[config.mk]
export PLATFORM = sky130hd
export DESIGN_NAME = dcache_tag_ctrl
export DESIGN_NICKNAME = d
export VERILOG_FILES = /design/src/rtl/dcache_pkg.sv /design/src/rtl/dcache_tag_cmp.sv /design/src/rtl/dcache_tag_ctrl.sv
export SDC_FILE = /design/constraint.sdc
export NUM_CORES = 1
export LEC_CHECK = 0
export BUFFER_PORTS_ARGS = -buffer_cell sky130_fd_sc_hd__buf_2
export CAP_MARGIN = 25
export CORE_AREA = 3 3 67 75
export DETAILED_ROUTE_END_ITERATION = 7
export DIE_AREA = 0 0 70 78
export PLACE_DENSITY = 0.8
export SYNTH_ARGS = -nofsm -noshare
export SYNTH_HDL_FRONTEND = slang
export SYNTH_SLANG_ARGS = --single-unit
[constraint.sdc]
create_clock -name clk -period 1.8 [get_ports clk]
set_input_delay 0.27 -clock clk [delete_from_list [all_inputs] [get_ports clk]]
set_output_delay 0.27 -clock clk [all_outputs]
set_load 0.005 [all_outputs]
[src/rtl/dcache_pkg.sv]
// Shared widths, tag word layout and controller state encoding for the
// dcache tag SRAM controller.
package dcache_pkg;

    localparam int INDEX_WIDTH = 4;
    localparam int TAG_WIDTH   = 22;
    localparam int WORD_WIDTH  = TAG_WIDTH + 2;
    localparam int DEPTH       = 1 << INDEX_WIDTH;

    // Stored word layout: {valid, dirty, tag}
    typedef struct packed {
        logic                 valid;
        logic                 dirty;
        logic [TAG_WIDTH-1:0] tag;
    } tag_word_t;

    typedef enum logic [1:0] {
        INIT  = 2'd0,
        IDLE  = 2'd1,
        FLUSH = 2'd2,
        DRAIN = 2'd3
    } ctrl_state_t;

endpackage

[src/rtl/dcache_tag_cmp.sv]
// Tag compare on the word returned by the tag SRAM: hit, dirty and the stored
// (victim) tag.
module dcache_tag_cmp
    import dcache_pkg::*;
(
    input  logic [WORD_WIDTH-1:0] word,
    input  logic [TAG_WIDTH-1:0]  cmp_tag,
    output logic                  hit,
    output logic                  dirty,
    output logic [TAG_WIDTH-1:0]  tag
);

    tag_word_t stored;

    assign stored = tag_word_t'(word);
    assign hit    = stored.valid && (stored.tag == cmp_tag);
    assign dirty  = stored.valid && stored.dirty;
    assign tag    = stored.tag;

endmodule

[src/rtl/dcache_tag_ctrl.sv]
// Controller for the single-port dcache tag SRAM: runs the invalidate sweep
// after reset and on flush, issues lookups/updates, and reports the compare.
//
// Handshake: a request is accepted in a cycle where req_valid && req_ready.
// A read accepted in cycle N yields a one-cycle resp_valid pulse in N+1;
// writes produce no response.
module dcache_tag_ctrl
    import dcache_pkg::*;
(
    input  logic                   clk,
    input  logic                   rst_n,
    input  logic                   req_valid,
    output logic                   req_ready,
    input  logic                   req_write,
    input  logic [INDEX_WIDTH-1:0] req_index,
    input  logic [TAG_WIDTH-1:0]   req_tag,
    input  logic                   req_dirty,
    output logic                   resp_valid,
    output logic                   resp_hit,
    output logic                   resp_dirty,
    output logic [TAG_WIDTH-1:0]   resp_tag,
    input  logic                   flush_req,
    output logic                   flush_done,
    output logic                   sram_csb,
    output logic                   sram_web,
    output logic [INDEX_WIDTH-1:0] sram_addr,
    output logic [WORD_WIDTH-1:0]  sram_din,
    input  logic [WORD_WIDTH-1:0]  sram_dout
);

    ctrl_state_t            state;
    ctrl_state_t            state_next;
    logic [INDEX_WIDTH-1:0] sweep_idx;
    logic                   flush_seen;   // current sweep owes a flush_done
    logic                   pending;      // read issued last cycle
    logic [TAG_WIDTH-1:0]   cmp_tag;
    logic                   accept;
    logic                   accept_rd;
    logic                   sweep_last;
    tag_word_t              wr_word;
    logic                   cmp_hit;
    logic                   cmp_dirty;
    logic [TAG_WIDTH-1:0]   cmp_stored;

    assign sweep_last = (sweep_idx == INDEX_WIDTH'(DEPTH - 1));
    // flush_req wins over a simultaneous request
    assign accept     = (state == IDLE) && !flush_req && req_valid;
    assign accept_rd  = accept && !req_write;

    assign wr_word.valid = 1'b1;
    assign wr_word.dirty = req_dirty;
    assign wr_word.tag   = req_tag;

    // State register
    always_ff @(posedge clk or negedge rst_n) begin
        if (!rst_n) state <= INIT;
        else        state <= state_next;
    end

    // Next-state: sweep until the last index, one drain cycle, then idle
    always_comb begin
        state_next = state;
        unique case (state)
            INIT, FLUSH: if (sweep_last) state_next = DRAIN;
            DRAIN:       state_next = IDLE;
            IDLE:        if (flush_req) state_next = FLUSH;
            default:     state_next = INIT;
        endcase
    end

    // Sweep index, flush bookkeeping and the outstanding-lookup register
    always_ff @(posedge clk or negedge rst_n) begin
        if (!rst_n) begin
            sweep_idx  <= '0;
            flush_seen <= 1'b0;
            pending    <= 1'b0;
            cmp_tag    <= '0;
        end else begin
            pending <= accept_rd;
            if (accept_rd) cmp_tag <= req_tag;
            unique case (state)
                INIT: begin
                    sweep_idx <= sweep_idx + INDEX_WIDTH'(1);
                    if (flush_req) flush_seen <= 1'b1;
                end
                FLUSH: sweep_idx <= sweep_idx + INDEX_WIDTH'(1);
                DRAIN: flush_seen <= 1'b0;
                IDLE: begin
                    if (flush_req) begin
                        sweep_idx  <= '0;
                        flush_seen <= 1'b1;
                    end
                end
                default: ;
            endcase
        end
    end

    // Outputs: SRAM port drive, ready and flush completion
    always_comb begin
        req_ready  = 1'b0;
        flush_done = 1'b0;
        sram_csb   = 1'b1;
        sram_web   = 1'b1;
        sram_addr  = '0;
        sram_din   = '0;
        unique case (state)
            INIT, FLUSH: begin
                // state is INIT while rst_n is low; keep the macro deselected then
                sram_csb  = ~rst_n;
                sram_web  = ~rst_n;
                sram_addr = sweep_idx;
            end
            DRAIN: flush_done = flush_seen;
            IDLE: begin
                req_ready = ~flush_req;
                if (accept) begin
                    sram_csb  = 1'b0;
                    sram_web  = ~req_write;
                    sram_addr = req_index;
                    if (req_write) sram_din = WORD_WIDTH'(wr_word);
                end
            end
            default: ;
        endcase
    end

    dcache_tag_cmp u_cmp (
        .word    (sram_dout),
        .cmp_tag (cmp_tag),
        .hit     (cmp_hit),
        .dirty   (cmp_dirty),
        .tag     (cmp_stored)
    );

    assign resp_valid = pending;
    assign resp_hit   = pending & cmp_hit;
    assign resp_dirty = pending & cmp_dirty;
    assign resp_tag   = pending ? cmp_stored : '0;

endmodule

Yosys cells after proc, flatten, opt, wreduce, memory -nomap -nowiden
Cells that the tools add are included.
{"block": "totals", "out_inout_bits": 57, "inputBits": 56, "elab_cells": 53, "reg_bits": 30}
{"block": "classes", "n_bitwise": 5, "mux": 19, "addsub": 1, "n_eq_ne": 8, "reduce_logical": 15}
{"cell": "$mux 24", "n": 3}
{"cell": "$eq 22x22->1", "n": 1}
{"cell": "$mux 22", "n": 1}
{"cell": "$pmux 4 s2", "n": 2}
{"cell": "$mux 4", "n": 2}
{"cell": "$pmux 1 s2", "n": 3}
{"cell": "$pmux 2 s3", "n": 1}
{"cell": "$reduce_and 2->1", "n": 3}
{"cell": "$logic_and 1x1->1", "n": 5}
{"cell": "$mux 1", "n": 5}
{"cell": "$add 4x1->4 const B", "n": 1}
{"cell": "$eq 2x2->1 const B", "n": 2}
{"cell": "$eq 4x4->1 const B", "n": 1}
{"cell": "$mux 2", "n": 2}
{"cell": "$ne 2x1->1 const B", "n": 2}
{"cell": "$reduce_bool 2->1", "n": 2}
{"cell": "$reduce_or 2->1", "n": 2}
{"cell": "$not 1->1", "n": 3}
{"cell": "$and 1x1->1", "n": 2}
{"cell": "$eq 2x1->1 const B", "n": 1}
{"cell": "$logic_not 1->1", "n": 2}
{"cell": "$logic_not 2->1", "n": 1}
{"cell": "$ne 2x2->1 const B", "n": 1}

Longest topological paths before layout
{"block": "logic_depth", "ltp_word": 5, "mapped_depth": 4, "ltp_nobuf": 4}

Modules after synthesis
From an unflattened synthesis, not the netlist that was laid out.
{"block": "unflattened", "hier_cells": 204, "area_unflattened_um2": 2105.8}
{"mod": "dcache_tag_ctrl", "area_each_um2": 1689.1, "n_inst": 1, "seq_area_each_um2": 750.7, "cells_each": 151}
{"mod": "dcache_tag_cmp", "area_each_um2": 416.6, "n_inst": 1, "seq_area_each_um2": 0.0, "cells_each": 53}

Worst setup path before layout
OpenSTA, ideal clock, no wires.
{"block": "synth_timing", "kind": "reg-to-output", "start": "reg cmp_tag[11]", "end": "out resp_hit", "arrival_ns": 1.401, "slack_ns": 0.129, "path_stages_with_launch": 5, "n_path_buf": 0, "t_required_ns": 1.530, "path_cell_list": "dfrtp_1 xnor2_1 nand4_1 or4_1 nor4_2"}
{"block": "synth_between", "elab_chain_cells": 3}
{"element": "start, declared", "line": "dcache_tag_ctrl.sv:36", "text": "logic [TAG_WIDTH-1:0] cmp_tag;"}
{"element": "start signal, assigned", "line": "dcache_tag_ctrl.sv:80", "text": "if (accept_rd) cmp_tag <= req_tag;"}
{"element": "$eq 22x22->1", "line": "dcache_tag_cmp.sv:16", "text": "assign hit = stored.valid && (stored.tag == cmp_tag);"}
{"element": "$logic_and 1x1->1", "line": "dcache_tag_cmp.sv:16"}
{"element": "$and 1x1->1", "line": "dcache_tag_ctrl.sv:137", "text": "assign resp_hit = pending & cmp_hit;"}
{"element": "end, declared", "line": "dcache_tag_ctrl.sv:19", "text": "output logic resp_hit,"}
Every way passes these cells.

Final worst setup path
{"block": "layout_timing", "start": "reg cmp_tag[7]", "end": "out resp_hit"}
Same word-level chain as after synthesis.

==> impl_metrics.csv <==
group,metric,value,unit
yosys,yosys.area.top_type,"dfrtp_1",
detailed_routing,detail_route.wl_per_cell,13.6,um
power_and_ir_drop,seq_power_share,0.436,
place,postPlaceCellArea,2470,um^2
yosys,synth_xor_xnor_area_share,0.116,
yosys,async_flop_share,1.00,
global_route,grt_pass1_vias,1718,
die,start_util,0.421,
yosys,ys_ff_latch,30,
power_and_ir_drop,p_sw_frac,0.309,
timing,rsz0062_at_grt,"yes",
yosys,synth_cell_types,26,
clock_tree,numCtsBuffers,5,
die,rows,25,
run_status,failed_checks,"setup timing",
power_and_ir_drop,power_leakage,0.00153,uW
clock_tree,cts-hold-fix-buffers,0,
yosys,synth_edf_count,0,
setup_path,crit_required,1530,ps
detailed_routing,ant_nets,0,
yosys,synth_top_family_by_area,"simple AND/OR/NAND/NOR gates",
detailed_routing,via_per_inst,4.83,
power_and_ir_drop,p_comb_frac,0.330,
setup_path,r2r-start,"state[1]$_DFFE_PN0P_",
timing,worstMarginPinSlew,382,ps
global_route,antenna_found_initial,0,
yosys,ys_top_cells_by_area,"dfrtp_1 41%, mux2_1 11%, xnor2_1 8.7%, and3_1 8.6%, and2_1 7.9%",
timing,relSlewSlack,0.745,
cells_and_area,utilization,0.609,
clock_tree,clk_pin_slew,70,ps
timing,timing.final.crit_share,1.17,
setup_path,path_max_fanout,2,
place,io_buffers,112,
setup_path,critPathCapture,"resp_hit",
power_and_ir_drop,p_sw,830,uW
die,ioPinCount,113,
place,post-dp-hpwl,3.71,mm
clock_tree,clkLatencyLatePin,270,ps
setup_path,startpoint,"cmp_tag[7]$_DFFE_PN0P_",
timing,holdWs,15.0,ps
cells_and_area,area.growth.synth_to_final,44.4,%
yosys,syn_inst,183,
yosys,synth-simple-area-share,0.259,
yosys,synth_top_area_frac,0.413,
yosys,synthAdderAreaFrac,0.00688,
cells_and_area,antenna_cells,0,
worst_hold_path,holdCritPathClass,"input port to async pin",
setup_path,worstPathCellList,"xor2_1, nor4_1, nand4_1, nor4_4, buf_2",
timing,hold_viol_final,0,
power_and_ir_drop,ir_drop,0.000572,V
detailed_routing,wl,4.83,mm
power_and_ir_drop,total_power,2690,uW
die,die_area,5460,um^2
yosys,syn-num-nets,240,
power_and_ir_drop,p_int,1860,uW
setup_path,max_stage_delay,380,ps
setup_path,critPathSlowestCell,"dfrtp_1",
yosys,synthesis.area,1820,um^2
global_route,grt_start_max_net_pins,31,
clock_tree,cts.sinks,30,
yosys,ys.warnings.count,0,
run,max_cap_viol_count,0,
timing,min_period,2100,ps
power_and_ir_drop,p_per_area,1020,nW/um^2
run_status,status,"finished, violations left",
yosys,ys_seq_area_frac,0.413,
timing,setup_tns,-302,ps
timing,slew_violations,0,
cells_and_area,nNetsFinal,358,
power_and_ir_drop,clkPwrFrac,0.234,
setup_path,crit_path_end_kind,"output port",
setup_path,rr_endpoint,"cmp_tag[0]$_DFFE_PN0P_",
die,die-width,70,um
timing,setup_viol,1,
yosys,synth.most_common_cell,"dfrtp_1",
place,gp_congestion,0.793,
clock_tree,cts_tree,"yes",
clock_tree,h-tree-depth,2,
global_route,grtUsageTotal,0.182,
clock_tree,clockRootBuffer,"clkbuf_8",
setup_path,critPathLaunchType,"flip-flop",
detailed_routing,dr.pass1.iters,6,
setup_path,reg2reg_setup_slack,410,ps
detailed_routing,drt_iter0_markers,72,
yosys,synth_compound_area_frac,0.0323,
timing,fin_ws,-302,ps
setup_path,worstPathArrival,1830,ps
detailed_routing,vias,1718,
global_route,overflow,0,
cells_and_area,fin_area,2630,um^2
detailed_routing,drc,0,
cells_and_area,drive_gt1_frac,0.460,
yosys,synthMuxAreaShare,0.136,
yosys,syn_area_per_cell,9.94,um^2
die,core,4320,um^2
setup_path,critical_path_class,"flip-flop to output port",
timing,finClkSkew,6.22,ps
yosys,synth_common_cells,"30 x dfrtp_1, 25 x and3_1, 23 x and2_1",
clock_tree,cts_buffer_depth,2,
die,die_h,78,um
yosys,synth_ff_type,"dfrtp_1",
global_route,grt_pass1_wl,7.99,mm
setup_path,rr_worst_depth,4,
timing,fmax,0.476,GHz
worst max-delay path: cells and delay by family (launching register included):
kind,cells,cell delay [ps]
DFF,1,380
and+or+nand+nor,3,870
xor gates and xnor gates,1,150
buffers and inverters,1,150
worst min path at each step:
stage,to,cells after the start
finish,cmp_tag[15]$_DFFE_PN0P_,2
global route,cmp_tag[18]$_DFFE_PN0P_,2
CTS,cmp_tag[7]$_DFFE_PN0P_,2
detailed placement,cmp_tag[1]$_DFFE_PN0P_,2
global placement,cmp_tag[0]$_DFFE_PN0P_,2
floorplan,cmp_tag[0]$_DFFE_PN0P_,0
repair_timing:
item	CTS	global route
endpoints found under the hold margin	0	0
pin swaps	2	0
cloned	1	0
gates resized for setup	6	2
buffers inserted	1	0
endpoints found under the setup margin	26	2
flip-flops by register name, summed over array words and instances (netlist names):
signal      count
resp_valid      1
flush_seen      1
cmp_tag        22
state           2
sweep_idx       4
per-layer routing:
layer | global-route usage | share of wire
met2 | 0.319 | 0.50
met3 | 0.0440 | 0.076
met1 | 0.212 | 0.41
met5 | 0 | 0
met4 | 0.0709 | 0.021
metrics by stage:
step / instances / setup slack, ps
2_1_floorplan: 183 / 129
3_3_place_gp: 346 / -54.4
3_5_place_dp: 346 / -158
4_1_cts: 356 / -305
5_1_grt: 356 / -368
6_report: 356 / -302
layout make-up:
cell class,count,area (um^2)
sequential,30,751
multi-input combinational,137,1030
inverter,6,22.5
timing repair buffer,121,642
fill,375,1690
tap,54,67.6
clock buffer,8,110
cells by family (layout without fill, tap and decap cells):
group           after synthesis  in the layout
simple gates                 79             79
flops                        30             30
xor+xnor                     24             24
mux                          22             22
buf+inv                      16            135
compound gates               11             11
fa+ha+maj                     1              1
power by group through the flow:
stage	Sequential, uW	Combinational, uW	Clock (uW)
finish	1170	888	629
global route	1220	1000	678
CTS	1180	899	644
detailed placement	1190	850	0
global placement	1180	831	0
floorplan	1140	594	0
cells in the final DEF, fill, tap and decap left out, types with 8 or more instances in the layout:
| cell type | n |
|---|---|
| buf_2 | 113 |
| dfrtp_1 | 30 |
| and3_1 | 25 |
| and2_1 | 23 |
| xnor2_1 | 18 |
| mux2_1 | 18 |
| nand3_1 | 8 |
| o21ai_0 | 8 |
| clkbuf_8 | 8 |
Power figures use the tool's default switching activity.
